===== src/rtl/shift_operand_gen_pkg.sv =====
// Shared constants for the barrel-shifter operand producer: shift types,
// FSM state encoding and data-processing instruction field positions.
package shift_operand_gen_pkg;

  localparam logic [1:0] SH_LSL = 2'b00;
  localparam logic [1:0] SH_LSR = 2'b01;
  localparam logic [1:0] SH_ASR = 2'b10;
  localparam logic [1:0] SH_ROR = 2'b11;

  typedef enum logic [1:0] {
    ST_IDLE    = 2'd0,
    ST_READ_RM = 2'd1,
    ST_READ_RS = 2'd2,
    ST_ISSUE   = 2'd3
  } state_e;

  localparam int I_BIT      = 25;
  localparam int REGSH_BIT  = 4;
  localparam int RM_LSB     = 0;
  localparam int RM_MSB     = 3;
  localparam int RS_LSB     = 8;
  localparam int RS_MSB     = 11;
  localparam int ROT_LSB    = 8;
  localparam int ROT_MSB    = 11;
  localparam int IMM_LSB    = 0;
  localparam int IMM_MSB    = 7;
  localparam int SHAMT_LSB  = 7;
  localparam int SHAMT_MSB  = 11;
  localparam int TYPE_LSB   = 5;
  localparam int TYPE_MSB   = 6;

  // Immediate operands are always a rotate-right by an even amount.
  localparam logic [2:0] OP_IMM_ROT = {SH_ROR, 1'b1};

endpackage


===== src/rtl/shift_operand_gen_decode.sv =====
// Pure field-to-operand mapping of a data-processing instruction word.
module shift_field_decode
  import shift_operand_gen_pkg::*;
#(
  parameter int DATA_W = 32,
  parameter int NUM_W  = 8
) (
  input  logic [31:0]       inst,
  output logic              is_imm,
  output logic              is_regsh,
  output logic [3:0]        rm_addr,
  output logic [3:0]        rs_addr,
  output logic [DATA_W-1:0] imm_data,
  output logic [NUM_W-1:0]  imm_num,
  output logic [2:0]        op
);

  logic unused_inst_bits;

  // Decode mode, register addresses and the immediate-derived operands.
  always_comb begin
    is_imm   = inst[I_BIT];
    is_regsh = ~inst[I_BIT] & inst[REGSH_BIT];
    rm_addr  = inst[RM_MSB:RM_LSB];
    rs_addr  = inst[RS_MSB:RS_LSB];
    imm_data = DATA_W'(inst[IMM_MSB:IMM_LSB]);
    if (inst[I_BIT]) begin
      // rotate field counts in units of two bit positions
      imm_num = NUM_W'({inst[ROT_MSB:ROT_LSB], 1'b0});
      op      = OP_IMM_ROT;
    end else begin
      imm_num = NUM_W'(inst[SHAMT_MSB:SHAMT_LSB]);
      op      = {inst[TYPE_MSB:TYPE_LSB], inst[REGSH_BIT]};
    end
  end

  assign unused_inst_bits = ^{inst[31:26], inst[24:12]};

endmodule


===== src/rtl/shift_operand_gen.sv =====
// Barrel-shifter operand producer: accepts one instruction, reads Rm/Rs
// through a single register-file port and presents the shifter operands
// with a valid/ready handshake.
module shift_operand_gen
  import shift_operand_gen_pkg::*;
#(
  parameter int DATA_W = 32,
  parameter int NUM_W  = 8
) (
  input  logic              clk,
  input  logic              rst,
  input  logic              in_valid,
  output logic              in_ready,
  input  logic [31:0]       inst,
  input  logic              c_flag,
  input  logic              flush,
  output logic [3:0]        rf_addr,
  input  logic [DATA_W-1:0] rf_rdata,
  output logic              out_valid,
  input  logic              out_ready,
  output logic [DATA_W-1:0] Shift_Data,
  output logic [NUM_W-1:0]  Shift_Num,
  output logic [2:0]        Shift_op,
  output logic              Carry_Flags
);

  state_e              state_q, state_d;
  logic [31:0]         inst_q, inst_d;
  logic [DATA_W-1:0]   data_q, data_d;
  logic [NUM_W-1:0]    num_q, num_d;
  logic [2:0]          op_q, op_d;
  logic                carry_q, carry_d;
  logic [3:0]          rf_addr_q, rf_addr_d;

  logic [31:0]         dec_inst;
  logic                dec_is_imm, dec_is_regsh;
  logic [3:0]          dec_rm, dec_rs;
  logic [DATA_W-1:0]   dec_imm_data;
  logic [NUM_W-1:0]    dec_imm_num;
  logic [2:0]          dec_op;

  // In IDLE the incoming word is decoded so the accept edge can load
  // everything known from the instruction alone; afterwards the latched copy.
  assign dec_inst = (state_q == ST_IDLE) ? inst : inst_q;

  shift_field_decode #(.DATA_W(DATA_W), .NUM_W(NUM_W)) u_decode (
    .inst     (dec_inst),
    .is_imm   (dec_is_imm),
    .is_regsh (dec_is_regsh),
    .rm_addr  (dec_rm),
    .rs_addr  (dec_rs),
    .imm_data (dec_imm_data),
    .imm_num  (dec_imm_num),
    .op       (dec_op)
  );

  // Next-state and operand-capture logic; flush overrides everything.
  always_comb begin
    state_d   = state_q;
    inst_d    = inst_q;
    data_d    = data_q;
    num_d     = num_q;
    op_d      = op_q;
    carry_d   = carry_q;
    rf_addr_d = rf_addr_q;
    if (flush) begin
      state_d = ST_IDLE;
    end else begin
      case (state_q)
        ST_IDLE: begin
          if (in_valid) begin
            inst_d  = inst;
            carry_d = c_flag;
            op_d    = dec_op;
            num_d   = dec_imm_num;
            if (dec_is_imm) begin
              data_d  = dec_imm_data;
              state_d = ST_ISSUE;
            end else begin
              rf_addr_d = dec_rm;
              state_d   = ST_READ_RM;
            end
          end
        end
        ST_READ_RM: begin
          data_d = rf_rdata;
          if (dec_is_regsh) begin
            rf_addr_d = dec_rs;
            state_d   = ST_READ_RS;
          end else begin
            state_d = ST_ISSUE;
          end
        end
        ST_READ_RS: begin
          num_d   = NUM_W'(rf_rdata[7:0]);
          state_d = ST_ISSUE;
        end
        ST_ISSUE: begin
          if (out_ready) state_d = ST_IDLE;
        end
        default: state_d = ST_IDLE;
      endcase
    end
  end

  // State and operand registers with asynchronous clear.
  always_ff @(posedge clk or posedge rst) begin
    if (rst) begin
      state_q   <= ST_IDLE;
      inst_q    <= '0;
      data_q    <= '0;
      num_q     <= '0;
      op_q      <= '0;
      carry_q   <= 1'b0;
      rf_addr_q <= '0;
    end else begin
      state_q   <= state_d;
      inst_q    <= inst_d;
      data_q    <= data_d;
      num_q     <= num_d;
      op_q      <= op_d;
      carry_q   <= carry_d;
      rf_addr_q <= rf_addr_d;
    end
  end

  assign in_ready    = (state_q == ST_IDLE);
  assign out_valid   = (state_q == ST_ISSUE);
  assign rf_addr     = rf_addr_q;
  assign Shift_Data  = data_q;
  assign Shift_Num   = num_q;
  assign Shift_op    = op_q;
  assign Carry_Flags = carry_q;

endmodule


===== config.mk =====
export PLATFORM = sky130hd
export DESIGN_NAME = shift_operand_gen
export DESIGN_NICKNAME = d
export VERILOG_FILES = /design/src/rtl/shift_operand_gen_pkg.sv /design/src/rtl/shift_operand_gen_decode.sv /design/src/rtl/shift_operand_gen.sv
export SDC_FILE = /design/constraint.sdc
export NUM_CORES = 1
export LEC_CHECK = 0
export CORE_UTILIZATION = 40
export CTS_CLUSTER_DIAMETER = 60
export DETAILED_ROUTE_END_ITERATION = 10
export PLACE_DENSITY = 0.75
export SYNTH_ARGS = -nofsm -noshare
export SYNTH_HDL_FRONTEND = slang
export SYNTH_SLANG_ARGS = --single-unit

===== constraint.sdc =====
create_clock -name clk -period 2.63 [get_ports clk]
set_input_delay 0.526 -clock clk [delete_from_list [all_inputs] [get_ports clk]]
set_output_delay 0.526 -clock clk [all_outputs]
set_load 0.01 [all_outputs]

==> results of run 1 <==
-- where the power goes --
group	switching, mW	internal (mW)
Combinational	1.06	1.29
Sequential	0.240	1.37
Clock	0.401	0.437
-- worst max-delay path, cell delays in order (launching register included) --
cell and delay [ns]:
dfrtp_1 0.42, inv_1 0.10, ha_1 0.17, buf_4 0.19, clkdlybuf4s50_1 0.55
-- worst max path at each step --
stage	from	end	slack [ns]
global placement	inst[25]	Shift_Data[20]	0.19
global route	state_q[0]	Shift_Data[20]	0.20
floorplan	rst	Carry_Flags	0.53
CTS	state_q[0]	in_ready	0.32
detailed placement	inst[25]	Shift_Data[21]	0.15
finish	state_q[0]	in_ready	0.34
-- state kept, by name (all words and copies together) (netlist names) --
name / cells
Shift_Data: 32
inst_q: 13
Shift_Num: 8
rf_addr: 4
Shift_op: 3
state_q: 2
Carry_Flags: 1
-- cell families (layout without fill, tap and decap cells) --
group | after synthesis | count (layout) | synth area share, %
AO/OA/AOI/OAI | 68 | 68 | 12.67
adder cells (fa/ha/maj) | 4 | 4 | 1.641
buffers and inverters | 25 | 128 | 4.552
flip-flops | 63 | 63 | 51.68
multiplexers | 38 | 38 | 16.57
AND/OR/NAND/NOR | 92 | 92 | 12.88
-- cell usage in the layout, fill, tap and decap left out, types with 2 or more instances in the layout --
cell type	n
ha_1	3
mux2i_1	13
dfrtp_1	63
o21ai_0	14
clkbuf_8	9
buf_4	5
clkdlybuf4s50_1	100
nor2_1	14
nand2b_1	2
a22oi_1	4
a21oi_1	14
mux4_2	4
nor2b_1	6
nand2_1	63
mux2_4	13
mux2_2	8
o21ai_1	28
inv_1	5
clkinvlp_4	4
-- synthesized netlist by cell type --
| master | instances |
|---|---|
| nor2b_1 | 6 |
| a22oi_1 | 4 |
| inv_1 | 6 |
| o21ai_1 | 28 |
| a211oi_1 | 1 |
| ha_1 | 4 |
| a21oi_1 | 14 |
| buf_1 | 1 |
| a31oi_1 | 1 |
| a2111oi_2 | 1 |
| nor2_1 | 14 |
| dfrtp_1 | 63 |
| buf_8 | 1 |
| nor3_1 | 1 |
| or2_4 | 1 |
| nand2_4 | 1 |
| mux2_4 | 13 |
| a2bb2oi_2 | 1 |
| nand2_1 | 63 |
| mux4_2 | 4 |
| nand2b_1 | 2 |
| mux2_2 | 8 |
| buf_2 | 9 |
| a21o_1 | 2 |
| clkbuf_1 | 5 |
| o21ai_0 | 14 |
| a21oi_2 | 1 |
| nand3_1 | 1 |
| mux2i_1 | 13 |
| and2_1 | 1 |
| nor3_2 | 1 |
| a2111oi_0 | 1 |
| buf_6 | 3 |
| nor3b_1 | 1 |
-- layout make-up --
class | instances | share of cell area, %
tap | 99 | 2.869
inverter | 6 | 0.5216
clock inverter | 7 | 1.710
sequential | 63 | 36.51
timing repair buffer | 106 | 24.51
multi-input combinational | 202 | 31.01
clock buffer | 9 | 2.869
-- metrics by stage --
| stage | area [µm²] | setup slack, ns | hold WS [ns] |
|---|---|---|---|
| after global routing | 4318 | 0.1964 | 0.5158 |
| after floorplan | 3050 | 0.5343 | 0.4633 |
| after global placement | 4120 | 0.1859 | 0.4645 |
| final | 4318 | 0.3436 | 0.4851 |
| after detailed placement | 4120 | 0.1467 | 0.4746 |
| after CTS | 4318 | 0.3212 | 0.4917 |
-- metal layers --
| metal | part of all wire, % | vias to the layer above |
|---|---|---|
| li1 | - | 1184 |
| met3 | 4.5 | 9 |
| met1 | 47 | 1114 |
| met2 | 47 | 67 |
| met5 | 0 | - |
| met4 | 1.1 | 0 |
==> out/qor.txt, run 1 <==
CTS H-Tree Depth = 3
Clock latency on the worst-skew pair = 0.33 ns
Layout Skew = 0.007827 ns
Post-DR vias/cell = 4.825
M3 GR Usage = 3.970%
Max cap viols = 0
Post-route ant nets = 0
Multi-input gate area = 1339 µm²
Gr ovfl total = 0
Pins over their slew limit = 0
WHS Endpoint = Shift_Data[23]
Final GP Congestion = 0.7530
Synth warn = 0
Layout Nets = 462
First-pass DRT Iterations = 4
GRT met2 Usage = 29.35%
CTS Sinks = 63
Maximum clock rate = 0.4374 GHz
Req. time, crit path = 2.10 ns
Number of remaining DRC errors = 0
Vias in the first global route = 2206
Area Growth Syn to Fin = 41.55%
Antenna violations before repair = 0
CP Class = flop to output port
Wire per inst = 13.88 µm
Fill cells = 634
Hold-fix buffers, CTS = 0
Inserted Diodes = 0
Synth area leader = dfrtp_1
Capturing point of the worst reg2reg path = Shift_Data[21]
Setup TNS = 0 ns
All-Layer GR Usage = 17.92%
Hold Path Class = flop to flop
Synthesized flop and latch total = 63
CTS Buf Count = 9
Cell area after synthesis = 3050 µm²
Minimum clock period = 2.286 ns
Slew margin rel. = 35.19%
Crit-path max FO = 11
Final setup viols = 0
Pleak = 1.861 nW
Largest net degree at the start of global routing = 65
PD cells = 1113 nW/µm²
Register area = 1577 µm²
Total Wirelength = 6827 µm
Post-CTS Setup Repair Bufs = 0
RSZ-0062 raised after global routing = no
DRT iter0 DRCs = 72
I/O pin total = 120
Share of the synthesized area in the top cell type = 51.68%
Worst VDD drop = 0.5534 mV
Flop2flop setup slack = 0.44 ns
Startpoint types = flop
Std cell rows = 31
Outcome = completed
Share of layout cells above drive strength 1 = 14.25%
Final design utilization = 58.90%
Core area = 7331 µm²
Slew @ Worst Pin = 0.9721 ns
Placed cell count = 476
TritonCTS clock tree = done
Non-Filler Instances = 492
Final period util = 86.93%
Die ar. = 7979 µm²
Chip Height = 89.33 µm
FF-to-FF Start = state_q[0]
Seq/Total Area, Yosys = 51.68%
Worst Hold Depth = 2
Detailed-placement wirelength estimate = 4859 µm
Crit. End Element = output port
Hold_sp = Shift_Data[23]
Final Power = 4.806 mW
IO buf count = 100
Starting Density = 41.61%
Post-CTS sizing = 0
CTS root buffer = clkbuf_8
Reg2Reg Depth = 6
WP data arrival = 1.76 ns
Final Hold Viols = 0
Die width = 89.33 µm
Top cells by area, synth = dfrtp_1 52%, nand2_1 7.8%, mux2_4 6.4%
Syn_area_per_cell = 10.52 µm²
Yosys cell types = 34
Global route hottest layer = met2
GR Util met1 = 23.42%
Via count = 2374
Syn Inst Count = 290
Max clock buf depth = 2
CTS clock-pin slew for the worst setup and hold paths = 0.08 ns
First-pass GRT wire length = 10750 µm
Syn_nets = 364
Power figures use the tool's default switching activity.
==> run 2: changes to the inputs <==
- ABC_AREA: unset -> 1
==> run 2 against run 1 <==
Flip-flop and latch count did not move. Design area fell by 0.38%. Setup slack got worse by 0.12 ns. Cell count rose by 17%. First-iteration DRC count rose by 60%.
==> out/qor.txt, run 2 <==
Via count = 2686
Hold Path Class = primary input to asynchronous set/reset pin
Core area = 7253 µm²
Top cells by area, synth = dfrtp_1 53%, nand2_1 19%, o21ai_0 5.5%
Final Power = 5.137 mW
Final GP Congestion = 0.8751
M1 WL = 3309 µm
Fin area = 4302 µm²
Reg2Reg Depth = 9
Total Wirelength = 7345 µm
Share of layout cells above drive strength 1 = 7.789%
Layout Skew = 0.007806 ns
Crit. End Element = output port
Seq/Total Area, Yosys = 52.61%
Post-CTS Setup Repair Bufs = 0
Minimum clock period = 2.407 ns
All-Layer GR Usage = 19.82%
Compound-gate portion of the synthesized area = 11.69%
Post-DR vias/cell = 4.679
Die width = 88.56 µm
CTS Sinks = 63
Met3 WL = 462 µm
Capturing point of the worst reg2reg path = Shift_Data[17]
Outcome = completed
IO buf count = 100
Cell area after synthesis = 2997 µm²
Max cap viols = 0
CTS root buffer = clkbuf_8
Pleak = 2.048 nW
EDFF count, synth = 0
Startpoint types = flop
Slowest Stage Delay on Critical Path = 0.62 ns
Flop2flop setup slack = 0.61 ns
WP data arrival = 1.88 ns
Final design utilization = 59.31%
Layout Nets = 544
Post-synthesis simple-gate area fraction = 24.97%
Crit-path max FO = 10
Fraction of synthesized cell area in xor and xnor cells = 0%
Hold-fix buffers, CTS = 0
DRT iter0 DRCs = 115
WL met2 = 3476 µm
CTS clock-pin slew for the worst setup and hold paths = 0.07 ns
CP Class = flop to output port
Maximum clock rate = 0.4155 GHz
Buf/Inv on CP = 2
Crit-path cells = inv_1 -> ha_1 -> clkdlybuf4s50_1
First-pass DRT Iterations = 4
Top post-synthesis cells by count = 154 x nand2_1, 63 x dfrtp_1, 33 x o21ai_0, 31 x inv_1, 20 x nand3_1
Yosys cell types = 26
Antenna violations before repair = 0
Slew @ Worst Pin = 0.4076 ns
Setup TNS = 0 ns
Final period util = 91.50%
Most common cell in the netlist = nand2_1
First-pass GRT wire length = 11740 µm
Syn Inst Count = 366
Synth area leader = dfrtp_1
Synthesized flop and latch total = 63
Post-CTS sizing = 0
Number of remaining DRC errors = 0
Most frequent cells in the layout = 154 x nand2_1, 100 x clkdlybuf4s50_1, 63 x dfrtp_1
Largest net degree at the start of global routing = 37
Final setup viols = 0
Area Growth Syn to Fin = 43.55%
Most common cell after layout, fill and taps aside = nand2_1
Worst VDD drop = 0.4754 mV
Syn_area_per_cell = 8.187 µm²
Slowest-stage cell, CP = clkdlybuf4s50_1
Wire per inst = 12.80 µm
Syn_nets = 440
Family with the most delay on the worst path = buffers and inverters
Max FFs per register = 32
CTS H-Tree Depth = 3
Inserted Diodes = 0
Clock latency on the worst-skew pair = 0.33 ns
PD cells = 1194 nW/µm²
Post-DP Area = 4080 µm²
Share of the synthesized area in the top cell type = 52.61%
Top_reg_cell synth = dfrtp_1
Req. time, crit path = 2.10 ns
Vias in the first global route = 2689
TritonCTS clock tree = done
Largest family of logic cells by synthesized area = simple AND/OR/NAND/NOR gates
RSZ-0062 raised after global routing = no
Post-route ant nets = 0
Gr ovfl total = 0
Pins over their slew limit = 0
Synth Area in Adders = 1.670%
Chip Height = 88.56 µm
CTS Buf Count = 9
Final Hold Viols = 0
Die ar. = 7842 µm²
I/O pin total = 120
Mux share of post-synthesis cell area = 0.7516%
Std cell rows = 31
Detailed-placement wirelength estimate = 5501 µm
Slew margin rel. = 72.80%
Post-synth ARST share = 100.0%
Max clock buf depth = 2
Synth warn = 0
Max Used Layer = met4
FF-to-FF Start = state_q[0]
Starting Density = 41.31%
run 2: cell count changes after synthesis, moves of 18 or more:
cell | before | now
o21ai_0 | 14 | 33
nand2_1 | 63 | 154
nand3_1 | 1 | 20
o21ai_1 | 28 | 10
inv_1 | 6 | 31
run 2: layout make-up:
class | count | area, µm²
Fill cell | 667 | 2952
Sequential cell | 63 | 1577
Multi-Input combinational cell | 253 | 1171
Timing Repair Buffer | 109 | 1081
Clock buffer | 10 | 137.6
Inverter | 34 | 127.6
Tap cell | 99 | 123.9
Clock inverter | 6 | 83.83
run 2: report_power, final:
part	total (mW)	switching (mW)	leakage [nW]	internal (mW)
clock network	0.921	0.365	0.116	0.556
registers	1.69	0.252	0.806	1.43
logic	2.53	1.35	1.13	1.18
total	5.14	1.97	2.05	3.17
run 2: worst max path at each step:
stage | cells past startpoint | endpoint | start
2_1_floorplan | 1 | Carry_Flags | rst
3_3_place_gp | 9 | Shift_Data[17] | in_valid
3_5_place_dp | 9 | Shift_Data[17] | in_valid
4_1_cts | 3 | in_ready | state_q[0]
5_1_grt | 3 | in_ready | state_q[0]
6_report | 3 | in_ready | state_q[0]
run 2: routing by layer:
metal,GRT usage (%),vias to the layer above
met5,0,-
met3,4.104,8
met1,24.31,1205
met2,34.06,109
li1,-,1364
met4,8.211,0
run 2: cell families (layout without fill, tap and decap cells):
kind of cell    count (synthesis)  after routing
simple gates                  185            185
mux                             2              2
compound gates                 62             62
fa+ha+maj                       4              4
buf+inv                        50            159
flops                          63             63
run 2: worst reg2reg max path: stages (launching register included):
cell	delay, ns
dfrtp_1	0.40
inv_1	0.12
ha_1	0.41
nand2_1	0.16
nand2_2	0.13
inv_2	0.07
nand2_4	0.25
buf_4	0.24
nand2_1	0.07
o21ai_0	0.08
run 2: through the flow:
step                instances  hold WS [ns]  setup slack, ns
floorplan                 366        0.4530           0.5343
global placement          558        0.4590           0.4861
global route              574        0.4845           0.1536
detailed placement        558        0.4647           0.4350
finish                    574        0.4423           0.2235
CTS                       574        0.4409           0.2066
==> run 3: changes to the inputs <==
- clock period: 2.63 -> 2.22 ns (I/O delays scaled with it)
==> run 3 against run 2 <==
Routed wire length shrank 0.22%. Worst hold slack lost 0.052 ns. Critical path depth is the same. Highest routed layer unchanged. Clock-buffer cell count grew 3. First-iteration DRC count shrank 30%.
==> out/qor.txt, run 3 (same netlist as run 2, synthesis figures left out) <==
FF-to-FF Start = state_q[0]
Total Wirelength = 7329 µm
Post-CTS Setup Repair Bufs = 0
Setup TNS = 0 ns
Most frequent cells in the layout = 154 x nand2_1, 100 x clkdlybuf4s50_1, 63 x dfrtp_1
Area Growth Syn to Fin = 43.88%
Detailed-placement wirelength estimate = 5443 µm
Die ar. = 7842 µm²
Crit. End Element = output port
CP Launch Point = state_q[0]
Capturing point of the worst reg2reg path = Shift_Data[29]
Wire per inst = 12.68 µm
CTS Sinks = 63
Reg2Reg Depth = 9
Crit path to = in_ready
Core area = 7253 µm²
I/O pin total = 120
Hold Path Class = primary input to asynchronous set/reset pin
First-pass GRT wire length = 12000 µm
Sequential fraction of design power = 33.4%
Startpoint types = flop
Via count = 2716
Max cap viols = 0
CTS clock-pin slew for the worst setup and hold paths = 0.07 ns
Max FFs per register = 32
Maximum clock rate = 0.4973 GHz
Final GP Congestion = 0.8818
Chip Height = 88.56 µm
Post-CTS sizing = 0
CTS root buffer = clkbuf_8
Net Switching = 2.341 mW
Pleak = 2.052 nW
Internal power = 3.625 mW
CTS Buf Count = 9
Pins over their slew limit = 0
Vias in the first global route = 2731
Final period util = 90.58%
CP Class = flop to output port
Req. time, crit path = 1.78 ns
Crit-path max FO = 3
Minimum clock period = 2.011 ns
Slew @ Worst Pin = 0.3463 ns
Slew margin rel. = 76.88%
Hold-fix buffers, CTS = 0
Final Power = 5.966 mW
Worst VDD drop = 0.7424 mV
Combinational Power Share = 51.6%
Std cell rows = 31
Final Hold Viols = 0
Die width = 88.56 µm
Flop2flop setup slack = 0.35 ns
CTS H-Tree Depth = 3
Max clock buf depth = 2
Clock power share = 15.0%
Clock latency on the worst-skew pair = 0.33 ns
Most common cell after layout, fill and taps aside = nand2_1
Antenna violations before repair = 0
Sw Share = 39.24%
IO buf count = 100
TritonCTS clock tree = done
Largest net degree at the start of global routing = 38
Gr ovfl total = 0
Inserted Diodes = 0
RSZ-0062 raised after global routing = no
Post-DR vias/cell = 4.699
Number of remaining DRC errors = 0
Post-route ant nets = 0
Layout Nets = 548
Starting Density = 41.31%
First-pass DRT Iterations = 4
All-Layer GR Usage = 20.28%
Layout Skew = 0.004967 ns
Fill cells = 631
Final setup viols = 0
Share of layout cells above drive strength 1 = 8.142%
PD cells = 1384 nW/µm²
Outcome = completed
DRT iter0 DRCs = 80
WP data arrival = 1.57 ns
run 3: per-stage QoR:
stage	area (µm²)	cells	setup slack, ns	utilization (%)	hold slack, ns
CTS	4312	578	0.1796	59.44	0.3830
global placement	4135	562	0.2696	57.01	0.4597
finish	4312	578	0.2090	59.44	0.3902
global route	4312	578	0.1228	59.44	0.4272
detailed placement	4135	562	0.2291	57.01	0.4622
floorplan	2997	366	0.2063	-	0.4530
run 3: worst max-delay path, cell delays in order, from the launching register on:
cell and delay [ns]:
dfrtp_1 0.40, inv_1 0.11, ha_1 0.18, clkdlybuf4s50_1 0.54
run 3: cell type report:
cell class / instances / area [µm²] / area share, %
Multi-Input combinational cell: 253 / 1171 / 27.16
Clock inverter: 3 / 17.52 / 0.4063
Sequential cell: 63 / 1577 / 36.56
Clock buffer: 13 / 158.9 / 3.685
Tap cell: 99 / 123.9 / 2.873
Inverter: 34 / 127.6 / 2.960
Timing Repair Buffer: 113 / 1136 / 26.35
run 3: layer usage:
layer	track usage [%]	share of wire [%]	wire [µm]	vias up
met5	0	0	0	-
met4	8.651	1.7	123	0
met3	4.291	6.6	482	10
met2	34.48	45	3290	103
met1	25.01	47	3432	1230
li1	-	-	-	1373
run 3: worst min path at each step:
stage / startpoint / end / slack, ns / depth (start not counted)
finish: rst / inst_q[10] / 0.39 / 2
floorplan: inst_q[0] / inst_q[0] / 0.45 / 2
global route: rst / Shift_op[0] / 0.43 / 2
CTS: rst / inst_q[7] / 0.38 / 2
global placement: Shift_Num[5] / Shift_Num[5] / 0.46 / 2
detailed placement: Shift_Num[5] / Shift_Num[5] / 0.46 / 2
run 3: power groups by stage:
| stage | logic (mW) | registers [mW] | clock network [mW] |
|---|---|---|---|
| detailed placement | 3.08 | 2.01 | 0 |
| global placement | 3.01 | 1.99 | 0 |
| finish | 3.08 | 1.99 | 0.898 |
| CTS | 3.09 | 1.99 | 0.924 |
| global route | 3.47 | 2.05 | 0.968 |
| floorplan | 1.53 | 2.18 | 0 |
